### config.mk
export PLATFORM = sky130hd
export DESIGN_NAME = i2c_sensor_target_flat
export DESIGN_NICKNAME = d
export VERILOG_FILES = /design/src/rtl/i2c_sensor_target_if.sv /design/src/rtl/i2c_sensor_target.sv /design/src/flat_wrapper.sv
export SDC_FILE = /design/constraint.sdc
export NUM_CORES = 1
export LEC_CHECK = 0
export CAP_MARGIN = 40
export CORE_ASPECT_RATIO = 1.5
export CORE_MARGIN = 2
export CORE_UTILIZATION = 34
export DETAILED_ROUTE_END_ITERATION = 12
export GPL_TIMING_DRIVEN = 0
export HOLD_SLACK_MARGIN = 0.1
export PLACE_DENSITY = 0.56
export REMOVE_ABC_BUFFERS = 1
export SLEW_MARGIN = 20
export SYNTH_ARGS = -nofsm -noshare
export SYNTH_HDL_FRONTEND = slang
export SYNTH_SLANG_ARGS = --single-unit
### constraint.sdc
create_clock -name clk -period 3 [get_ports clk]
set_clock_uncertainty 0.2 [all_clocks]
set_input_delay 0.6 -clock clk [delete_from_list [all_inputs] [get_ports clk]]
set_output_delay 0.6 -clock clk [all_outputs]
set_load 0.01 [all_outputs]
### src/rtl/i2c_sensor_target_if.sv
// i2c_sensor_target_if: open-drain I2C pin bundle between a bus master (or bus model) and
// the sensor target. sda_in is the resolved line level seen by the target.
interface i2c_sensor_target_if;
   logic scl_in;
   logic sda_in;
   logic sda_oe;

   modport master (output scl_in, output sda_in, input sda_oe);
   modport slave (input scl_in, input sda_in, output sda_oe);
endinterface

### src/rtl/i2c_sensor_target.sv
// i2c_sensor_target: I2C target returning a 16-bit sample on reads and latching 2-byte config
// writes. Define I2C_GLITCH_FILTER_EN to add a 3-sample majority filter on SCL and SDA.
module i2c_sensor_target #(
   parameter logic [6:0]  TARGET_ADDR = 7'b1001000,
   parameter int unsigned HOLD_CYCLES = 4
) (
   input  logic                clk,
   input  logic                rst,
   i2c_sensor_target_if.slave  bus,
   input  logic [15:0]         sample_data,
   output logic [15:0]         cfg_data,
   output logic                cfg_valid,
   output logic                busy
);
   localparam logic [3:0] Hold = 4'(HOLD_CYCLES);

   typedef enum logic [2:0] {
      StIdle, StAddr, StAddrAck, StWrByte, StWrAck, StRdByte, StRdAck, StWaitStop
   } state_e;

   logic [1:0] scl_sync, sda_sync;
   logic       scl_cur, sda_cur, scl_prev, sda_prev;

   // Idle bus is high, so synchronizers reset to 1 to avoid a false START at reset release.
   always_ff @(posedge clk or negedge rst) begin
      if (!rst) begin
         scl_sync <= 2'b11;
         sda_sync <= 2'b11;
      end else begin
         scl_sync <= {scl_sync[0], bus.scl_in};
         sda_sync <= {sda_sync[0], bus.sda_in};
      end
   end

`ifdef I2C_GLITCH_FILTER_EN
   logic [1:0] scl_hist, sda_hist;
   logic       scl_filt, sda_filt;

   always_ff @(posedge clk or negedge rst) begin
      if (!rst) begin
         scl_hist <= 2'b11;
         sda_hist <= 2'b11;
         scl_filt <= 1'b1;
         sda_filt <= 1'b1;
      end else begin
         scl_hist <= {scl_hist[0], scl_sync[1]};
         sda_hist <= {sda_hist[0], sda_sync[1]};
         scl_filt <= (scl_sync[1] & scl_hist[0]) | (scl_sync[1] & scl_hist[1]) |
                     (scl_hist[0] & scl_hist[1]);
         sda_filt <= (sda_sync[1] & sda_hist[0]) | (sda_sync[1] & sda_hist[1]) |
                     (sda_hist[0] & sda_hist[1]);
      end
   end

   assign scl_cur = scl_filt;
   assign sda_cur = sda_filt;
`else
   assign scl_cur = scl_sync[1];
   assign sda_cur = sda_sync[1];
`endif

   logic scl_rise, scl_fall, start_det, stop_det;
   assign scl_rise  = scl_cur & ~scl_prev;
   assign scl_fall  = ~scl_cur & scl_prev;
   assign start_det = scl_cur & sda_prev & ~sda_cur;
   assign stop_det  = scl_cur & ~sda_prev & sda_cur;

   state_e      state_q, state_d;
   logic [3:0]  bit_cnt_q, bit_cnt_d, hold_cnt_q, hold_cnt_d, cnt_n;
   logic [7:0]  shreg_q, shreg_d, stage_q, stage_d, rd_byte;
   logic [15:0] snap_q, snap_d, cfg_q, cfg_d;
   logic [1:0]  byte_cnt_q, byte_cnt_d;
   logic        rw_q, rw_d, byte_idx_q, byte_idx_d, ack_phase_q, ack_phase_d;
   logic        cfg_valid_q, cfg_valid_d, busy_q, busy_d, oe_q, oe_d;
   logic        pend_q, pend_d, pend_val_q, pend_val_d, pend_n, val_n;
   logic        sched, sched_val, cancel, rd_bit;

   assign rd_byte = byte_idx_q ? snap_q[7:0] : snap_q[15:8];
   assign rd_bit  = rd_byte[~bit_cnt_q[2:0]];

   always_comb begin
      state_d     = state_q;
      bit_cnt_d   = bit_cnt_q;
      shreg_d     = shreg_q;
      stage_d     = stage_q;
      snap_d      = snap_q;
      cfg_d       = cfg_q;
      byte_cnt_d  = byte_cnt_q;
      rw_d        = rw_q;
      byte_idx_d  = byte_idx_q;
      ack_phase_d = ack_phase_q;
      cfg_valid_d = 1'b0;
      busy_d      = busy_q;
      sched       = 1'b0;
      sched_val   = 1'b0;
      cancel      = 1'b0;
      if (start_det) begin
         state_d   = StAddr;
         bit_cnt_d = 4'd0;
         busy_d    = 1'b0;
         cancel    = 1'b1;
      end else if (stop_det) begin
         state_d = StIdle;
         busy_d  = 1'b0;
         cancel  = 1'b1;
      end else begin
         unique case (state_q)
            StIdle, StWaitStop: ;
            StAddr: if (scl_rise) begin
               shreg_d   = {shreg_q[6:0], sda_cur};
               bit_cnt_d = bit_cnt_q + 4'd1;
               if (bit_cnt_q == 4'd7) begin
                  if (shreg_q[6:0] == TARGET_ADDR) begin
                     state_d     = StAddrAck;
                     busy_d      = 1'b1;
                     rw_d        = sda_cur;
                     ack_phase_d = 1'b0;
                     if (sda_cur) snap_d = sample_data;
                  end else begin
                     state_d = StWaitStop;
                  end
               end
            end
            // First fall starts the ACK pulse, second fall ends it.
            StAddrAck: if (scl_fall) begin
               sched = 1'b1;
               if (!ack_phase_q) begin
                  sched_val   = 1'b1;
                  ack_phase_d = 1'b1;
               end else begin
                  ack_phase_d = 1'b0;
                  bit_cnt_d   = 4'd0;
                  if (rw_q) begin
                     state_d    = StRdByte;
                     byte_idx_d = 1'b0;
                     sched_val  = ~snap_q[15];
                  end else begin
                     state_d    = StWrByte;
                     byte_cnt_d = 2'd0;
                  end
               end
            end
            StWrByte: if (scl_rise) begin
               shreg_d   = {shreg_q[6:0], sda_cur};
               bit_cnt_d = bit_cnt_q + 4'd1;
               if (bit_cnt_q == 4'd7) begin
                  state_d     = StWrAck;
                  ack_phase_d = 1'b0;
               end
            end
            StWrAck: if (scl_fall) begin
               if (!ack_phase_q) begin
                  if (byte_cnt_q == 2'd2) begin
                     state_d = StWaitStop;
                  end else begin
                     sched       = 1'b1;
                     sched_val   = 1'b1;
                     ack_phase_d = 1'b1;
                     if (byte_cnt_q == 2'd0) stage_d = shreg_q;
                  end
               end else begin
                  sched       = 1'b1;
                  ack_phase_d = 1'b0;
                  bit_cnt_d   = 4'd0;
                  state_d     = StWrByte;
                  byte_cnt_d  = byte_cnt_q + 2'd1;
                  if (byte_cnt_q == 2'd1) begin
                     cfg_d       = {stage_q, shreg_q};
                     cfg_valid_d = 1'b1;
                  end
               end
            end
            StRdByte: begin
               if (scl_rise) begin
                  bit_cnt_d = bit_cnt_q + 4'd1;
                  // Released a 1 but the line reads 0: another driver owns the bus.
                  if (rd_bit && !sda_cur) state_d = StWaitStop;
               end else if (scl_fall) begin
                  sched = 1'b1;
                  if (bit_cnt_q == 4'd8) state_d = StRdAck;
                  else                   sched_val = ~rd_bit;
               end
            end
            StRdAck: if (scl_rise) begin
               if (!sda_cur) begin
                  byte_idx_d = ~byte_idx_q;
                  bit_cnt_d  = 4'd0;
                  state_d    = StRdByte;
               end else begin
                  state_d = StWaitStop;
               end
            end
         endcase
      end

      // Scheduled sda_oe changes become visible Hold cycles after the SCL-fall cycle.
      pend_n     = pend_q;
      val_n      = pend_val_q;
      cnt_n      = hold_cnt_q;
      oe_d       = oe_q;
      pend_d     = pend_q;
      pend_val_d = pend_val_q;
      hold_cnt_d = hold_cnt_q;
      if (cancel) begin
         pend_d = 1'b0;
         oe_d   = 1'b0;
      end else begin
         if (sched) begin
            pend_n = 1'b1;
            val_n  = sched_val;
            cnt_n  = Hold;
         end
         if (pend_n) begin
            if (cnt_n <= 4'd1) begin
               oe_d   = val_n;
               pend_d = 1'b0;
            end else begin
               pend_d     = 1'b1;
               pend_val_d = val_n;
               hold_cnt_d = cnt_n - 4'd1;
            end
         end
      end
   end

   always_ff @(posedge clk or negedge rst) begin
      if (!rst) begin
         state_q     <= StIdle;
         scl_prev    <= 1'b1;
         sda_prev    <= 1'b1;
         bit_cnt_q   <= 4'd0;
         hold_cnt_q  <= 4'd0;
         shreg_q     <= 8'h00;
         stage_q     <= 8'h00;
         snap_q      <= 16'h0000;
         cfg_q       <= 16'h0000;
         byte_cnt_q  <= 2'd0;
         rw_q        <= 1'b0;
         byte_idx_q  <= 1'b0;
         ack_phase_q <= 1'b0;
         cfg_valid_q <= 1'b0;
         busy_q      <= 1'b0;
         oe_q        <= 1'b0;
         pend_q      <= 1'b0;
         pend_val_q  <= 1'b0;
      end else begin
         state_q     <= state_d;
         scl_prev    <= scl_cur;
         sda_prev    <= sda_cur;
         bit_cnt_q   <= bit_cnt_d;
         hold_cnt_q  <= hold_cnt_d;
         shreg_q     <= shreg_d;
         stage_q     <= stage_d;
         snap_q      <= snap_d;
         cfg_q       <= cfg_d;
         byte_cnt_q  <= byte_cnt_d;
         rw_q        <= rw_d;
         byte_idx_q  <= byte_idx_d;
         ack_phase_q <= ack_phase_d;
         cfg_valid_q <= cfg_valid_d;
         busy_q      <= busy_d;
         oe_q        <= oe_d;
         pend_q      <= pend_d;
         pend_val_q  <= pend_val_d;
      end
   end

   assign bus.sda_oe = oe_q;
   assign cfg_data   = cfg_q;
   assign cfg_valid  = cfg_valid_q;
   assign busy       = busy_q;
endmodule

### src/flat_wrapper.sv
// flat-port wrapper written by rule: the top's interface ports become plain ports
module i2c_sensor_target_flat 
#(
   parameter logic [6:0]  TARGET_ADDR = 7'b1001000,
   parameter int unsigned HOLD_CYCLES = 4
)
  (clk, rst, sample_data, cfg_data, cfg_valid, busy, bus_scl_in, bus_sda_in, bus_sda_oe);
  i2c_sensor_target_if bus_i ();
  input  logic clk;
  input  logic rst;
  input  logic [15:0] sample_data;
  output logic [15:0] cfg_data;
  output logic cfg_valid;
  output logic busy;
  input wire logic [$bits(bus_i.scl_in)-1:0] bus_scl_in;
  input wire logic [$bits(bus_i.sda_in)-1:0] bus_sda_in;
  output wire logic [$bits(bus_i.sda_oe)-1:0] bus_sda_oe;
  assign bus_i.scl_in = bus_scl_in;
  assign bus_i.sda_in = bus_sda_in;
  assign bus_sda_oe = bus_i.sda_oe;
  i2c_sensor_target #(.TARGET_ADDR(TARGET_ADDR), .HOLD_CYCLES(HOLD_CYCLES)) u_core (.clk(clk), .rst(rst), .bus(bus_i), .sample_data(sample_data), .cfg_data(cfg_data), .cfg_valid(cfg_valid), .busy(busy));
endmodule
==> impl_metrics.ini, run 1 <==
[setup_path]
reg2reg_depth = 11
worstPathRequired_ns = 3.01
worst_setup_path_start_kind = flip-flop
path_class = reg2reg
cp-end-kind = flip-flop
cp_max_fo = 14
cp.arrival_ns = 2.83

[route]
ant_nets = 0
drt-vias-per-instance = 5.08
drt_iter0_drc = 132
firstDrtPassIters = 4
drc = 0
wl_per_cell_um = 14.5
vias = 2536
drt-total-wl_mm = 7.23

[floorplan]
coreArea_um2 = 10600
top_level_ports = 39
initial_core_util = 0.350
die-area_um2 = 11800
fp.dieW_um = 89.5
num_rows = 46
die_h_um = 132

[timing]
rsz0062_at_grt = false
tightest_slew_ns = 0.735
period_share = 0.941
slew_headroom = 0.509
fmax_mhz = 354
setup_tns_ns = 0
finalMaxSlewViolations = 0
hold_viol = 0
setup_viol = 0
min_period_ns = 2.82

[run]
max_cap_viol_count = 0

[hold_path]
hold_class = reg2reg
min_path_cells = 0

[yosys]
yosysMostFrequentCell = dfrtp_1
ys_seq_area_frac = 0.505
syn_inst = 312
synthTopCellsByCount = 69 x dfrtp_1, 43 x mux2_2, 21 x nand2_1
synth_top_area_cell = dfrtp_1
yosys_most_used_dff = dfrtp_1
synth_edf_count = 0
yosysUniqueCellTypes = 58
ys_seq_elements = 75
syn-cell-area_um2 = 3730
yosysTopAreaCellShare = 0.463
synth_area_leaders = dfrtp_1 46%, mux2_2 13%, dfstp_2 4.2%
async_reset_ff_frac = 1.00
syn_avg_cell_area_um2 = 12.0
yosysWarnings = 0

[clock_network]
clock_path_buffers = 2
cts_tree = yes
cts.sinks = 75
numCtsBuffers = 9
clkLatencyLatePin_ns = 0.33
cts_root_buf = clkbuf_16
path_clk_slew_ns = 0.06
cts_setup_buffers = 0
cts_max_level = 3

[cells_and_area]
register_area_um2 = 1890
multiInputGateArea_um2 = 1750
drive_gt1_frac = 0.251
post-route-util = 0.426
layout.nets = 378
nFillCells = 1019
final_cell_area_um2 = 4530
n_antenna_cell = 0
syn_to_final_growth_pct = 21.5

[grt]
grt_pass1_vias = 2549
grt_pass1_wl_mm = 12.4
grt_max_degree = 47
track_usage = 0.133
gr-total-overflow = 0
antenna_found_initial = 0

[pwr]
ir_drop_mv = 0.271
power_density_nw_per_um2 = 696
p_leak_nw = 2.00

[placement]
numPortBuffers = 38
dpl.hpwl_mm = 5.17
place_area_um2 = 4250
gp_congestion = 0.876

[status]
status = finished, final reports clean
==> power breakdown <==
group | internal (mW) | switching, mW | total (mW)
registers | 1.18 | 0.246 | 1.42
clock network | 0.552 | 0.399 | 0.951
logic | 0.387 | 0.396 | 0.783
total | 2.11 | 1.04 | 3.16
==> critical path, stage by stage (launching register included) <==
cell and delay [ns]:
dfrtp_2 0.53, nand2b_1 0.30, a21oi_1 0.11, o21ai_4 0.26, nand2_1 0.14, ha_1 0.24
nor2_1 0.11, nor3_1 0.06, nand2b_1 0.16, a21oi_2 0.31, nand2_1 0.11, xor2_1 0.16
==> layout by cell type (no fill, tap or decap), types with 9 or more instances in the layout <==
cell | netlist | routed
inv_1 | 11 | 11
nand2b_1 | 10 | 9
o21ai_0 | 17 | 17
dfrtp_1 | 69 | 66
clkdlybuf4s50_1 | 0 | 37
clkbuf_16 | 0 | 9
mux2_2 | 43 | 43
nor2_1 | 12 | 12
nand2_1 | 21 | 21
mux2i_1 | 9 | 9
a21oi_1 | 11 | 11
mux2_4 | 9 | 9
==> flip-flops by register name (all words and copies together) (netlist names), 2 cells and up <==
name,cells
u_core.bit_cnt_q,4
u_core.byte_cnt_q,2
u_core.cfg_data,16
u_core.hold_cnt_q,4
u_core.scl_sync,2
u_core.sda_sync,2
u_core.shreg_q,8
u_core.snap_q,16
u_core.stage_q,8
u_core.state_q,3
==> what timing repair did <==
| item | in CTS | in global routing |
|---|---|---|
| cloned | 0 | 0 |
| endpoints found under the setup margin | 4 | 4 |
| resized for setup | 3 | 3 |
| pin swaps | 0 | 1 |
| endpoints found under the hold margin | 23 | 0 |
| hold buffers | 1 | 0 |
==> final timing paths <==
| path | from | endpoint | slack (ns) |
|---|---|---|---|
| min in group asynchronous | rst | u_core.cfg_data[3] | 0.55 |
| min reg2reg | u_core.scl_sync[0] | u_core.scl_sync[1] | 0.15 |
| max in group asynchronous | rst | u_core.state_q[1] | 1.47 |
| max reg2reg | u_core.state_q[1] | u_core.hold_cnt_q[2] | 0.18 |
| max | u_core.state_q[1] | u_core.hold_cnt_q[2] | 0.18 |
| min | u_core.scl_sync[0] | u_core.scl_sync[1] | 0.15 |
==> routing by layer <==
| metal | track usage | wire, um |
|---|---|---|
| met2 | 0.222 | 3890 |
| met4 | 0.0556 | 110 |
| met3 | 0.0338 | 271 |
| met5 | 0 | 0 |
| met1 | 0.159 | 2960 |
==> cell type report <==
class | instances | area share
Sequential cell | 75 | 0.416
Multi-Input combinational cell | 213 | 0.385
Timing Repair Buffer | 40 | 0.0916
Clock buffer | 10 | 0.0505
Tap cell | 144 | 0.0397
Inverter | 12 | 0.00993
Clock inverter | 5 | 0.00690
==> through the flow <==
step                setup slack, ns  power (mW)  hold slack [ns]  std cells
floorplan                     0.338        1.96            0.104        300
global placement              -1.50        2.18            0.147        482
detailed placement           -0.229        2.21            0.147        483
CTS                         0.00563        3.19            0.155        499
global route                 0.0262        3.36            0.161        499
finish                        0.177        3.16            0.155        499
==> cells by family after synthesis <==
family	after synthesis	synth area share
and+or+nand+nor	85	0.135
muxes	62	0.196
xor gates and xnor gates	3	0.0121
DFF	75	0.505
buffers and inverters	24	0.0309
AOI/OAI and AO/OA	56	0.0976
adders and majority gates	7	0.0235
(Power assumes the default switching activity.)
==> run 2: changes to the inputs <==
--- a/config.mk
+++ b/config.mk
@@ -7,7 +7,6 @@
 export LEC_CHECK = 0
 export CAP_MARGIN = 40
 export CORE_ASPECT_RATIO = 1.5
-export CORE_MARGIN = 2
 export CORE_UTILIZATION = 34
 export DETAILED_ROUTE_END_ITERATION = 12
 export GPL_TIMING_DRIVEN = 0
==> run 2 against run 1 <==
Against the previous run: design area increased by 1.8%; largest cell class unchanged; non-clock buffer count unchanged; core utilization rose by 0.78 points; highest routed layer unchanged; critical path type unchanged; final cell count grew 0.20%; register-to-register slack better by 0.06 ns; global-route usage grew 0.48 points; critical endpoint unchanged; total power grew 8.1%.
==> impl_metrics.ini, run 2 (synthesized netlist as in run 1, its figures left out) <==
[timing]
setup_tns_ns = 0
hold_viol = 0
fmax_mhz = 362
layout_setup_ws_ns = 0.238
timing.hold.ws_ns = 0.155
period_share = 0.921
rsz0062_at_grt = false
tightest_slew_ns = 0.706
finalMaxSlewViolations = 0
slew_headroom = 0.528
min_period_ns = 2.76
setup_viol = 0

[floorplan]
coreArea_um2 = 10600
top_level_ports = 39
num_rows = 46
fp.dieW_um = 87.5
die-area_um2 = 11400
initial_core_util = 0.350
die_h_um = 130

[route]
drc = 0
drt_iter0_drc = 90
wl_per_cell_um = 13.9
firstDrtPassIters = 4
vias = 2512
ant_nets = 0
drt-vias-per-instance = 5.02
drt-total-wl_mm = 6.94

[cells_and_area]
final_common_cell = dfrtp_1
final_cell_area_um2 = 4620
final_cell_count_no_fill = 500
n_antenna_cell = 0
nFillCells = 1010
syn_to_final_growth_pct = 23.7
layout_common_cells = 66 x dfrtp_1, 43 x mux2_2, 37 x clkdlybuf4s50_1
drive_gt1_frac = 0.253
post-route-util = 0.434
layout.nets = 378

[setup_path]
path_class = reg2reg
reg2reg_depth = 11
cp-end-kind = flip-flop
r2r_setup_slack_ns = 0.24
worst_setup_path_start_kind = flip-flop
regToRegEndpoint = u_core.hold_cnt_q[2]
cp_slowest_stage_delay_ns = 0.52
worstPathRequired_ns = 3.01
cp_max_fo = 15
reg2reg_from = u_core.state_q[2]
cp.arrival_ns = 2.77
cp_num_buf_inv = 0
crit_chain = nand2b_1 -> nor2_1 -> o21ai_4 -> nand2_1 -> ha_1 -> nor2_1 -> nor3_1 -> nand2b_1 -> a21oi_2 -> nand2_1 -> xor2_1
worst_path_max_delay_cell = dfrtp_2
path_delay_family = simple AND/OR/NAND/NOR gates

[grt]
grt_max_degree = 47
track_usage = 0.138
grt_pass1_vias = 2543
grt_pass1_wl_mm = 12.1
antenna_found_initial = 0
gr-total-overflow = 0

[placement]
place_area_um2 = 4250
placed_cells = 483
numPortBuffers = 38
dpl.hpwl_mm = 5.05
place_ws_ns = -0.189
gp_congestion = 0.883

[clock_network]
numCtsBuffers = 9
clock_path_buffers = 2
cts_setup_buffers = 0
clkLatencyLatePin_ns = 0.33
cts_root_buf = clkbuf_16
cts_max_level = 3
cts_tree = yes
cts.sinks = 75
path_clk_slew_ns = 0.06

[status]
status = finished, final reports clean

[pwr]
power_density_nw_per_um2 = 739
ir_drop_mv = 0.352
total_power_mw = 3.41
p_leak_nw = 2.03

[hold_path]
hold_class = reg2reg
hold_end = u_core.sda_sync[1]
min_path_cells = 0
hp-start = u_core.sda_sync[0]

[run]
max_cap_viol_count = 0
==> run 2: final cells by class <==
cell class	instances	area, um^2	share of cell area
Clock inverter	6	114	0.0247
Sequential cell	75	1890	0.409
Inverter	12	45.0	0.00976
Multi-Input combinational cell	213	1750	0.378
Tap cell	144	180	0.0390
Timing Repair Buffer	40	415	0.0900
Clock buffer	10	229	0.0496
==> run 2: where the power goes <==
part,total [mW],switching (mW),internal (mW)
combinational,0.768,0.383,0.385
sequential,1.42,0.247,1.18
clock,1.22,0.409,0.813
==> run 2: layer usage <==
layer,track usage,part of all wire
met5,0,0
met4,0.0820,0.029
met3,0.0272,0.031
met2,0.238,0.52
met1,0.156,0.42
==> run 2: worst max path at each step <==
stage / from / to / slack (ns) / cells after the start
after floorplan: u_core.state_q[1] / u_core.hold_cnt_q[2] / 0.34 / 11
after global placement: rst / u_core.snap_q[4] / -1.53 / 1
after detailed placement: u_core.state_q[1] / u_core.hold_cnt_q[2] / -0.19 / 11
after CTS: u_core.state_q[2] / u_core.hold_cnt_q[2] / 0.04 / 11
after global routing: u_core.state_q[2] / u_core.hold_cnt_q[2] / 0.008 / 11
final: u_core.state_q[2] / u_core.hold_cnt_q[2] / 0.24 / 11
==> run 2: what timing repair did <==
action / CTS / global route
endpoints found under the setup margin: 4 / 4
pin swaps: 0 / 1
hold buffers: 1 / 0
gates resized for setup: 3 / 3
hold endpoints to repair: 23 / 0
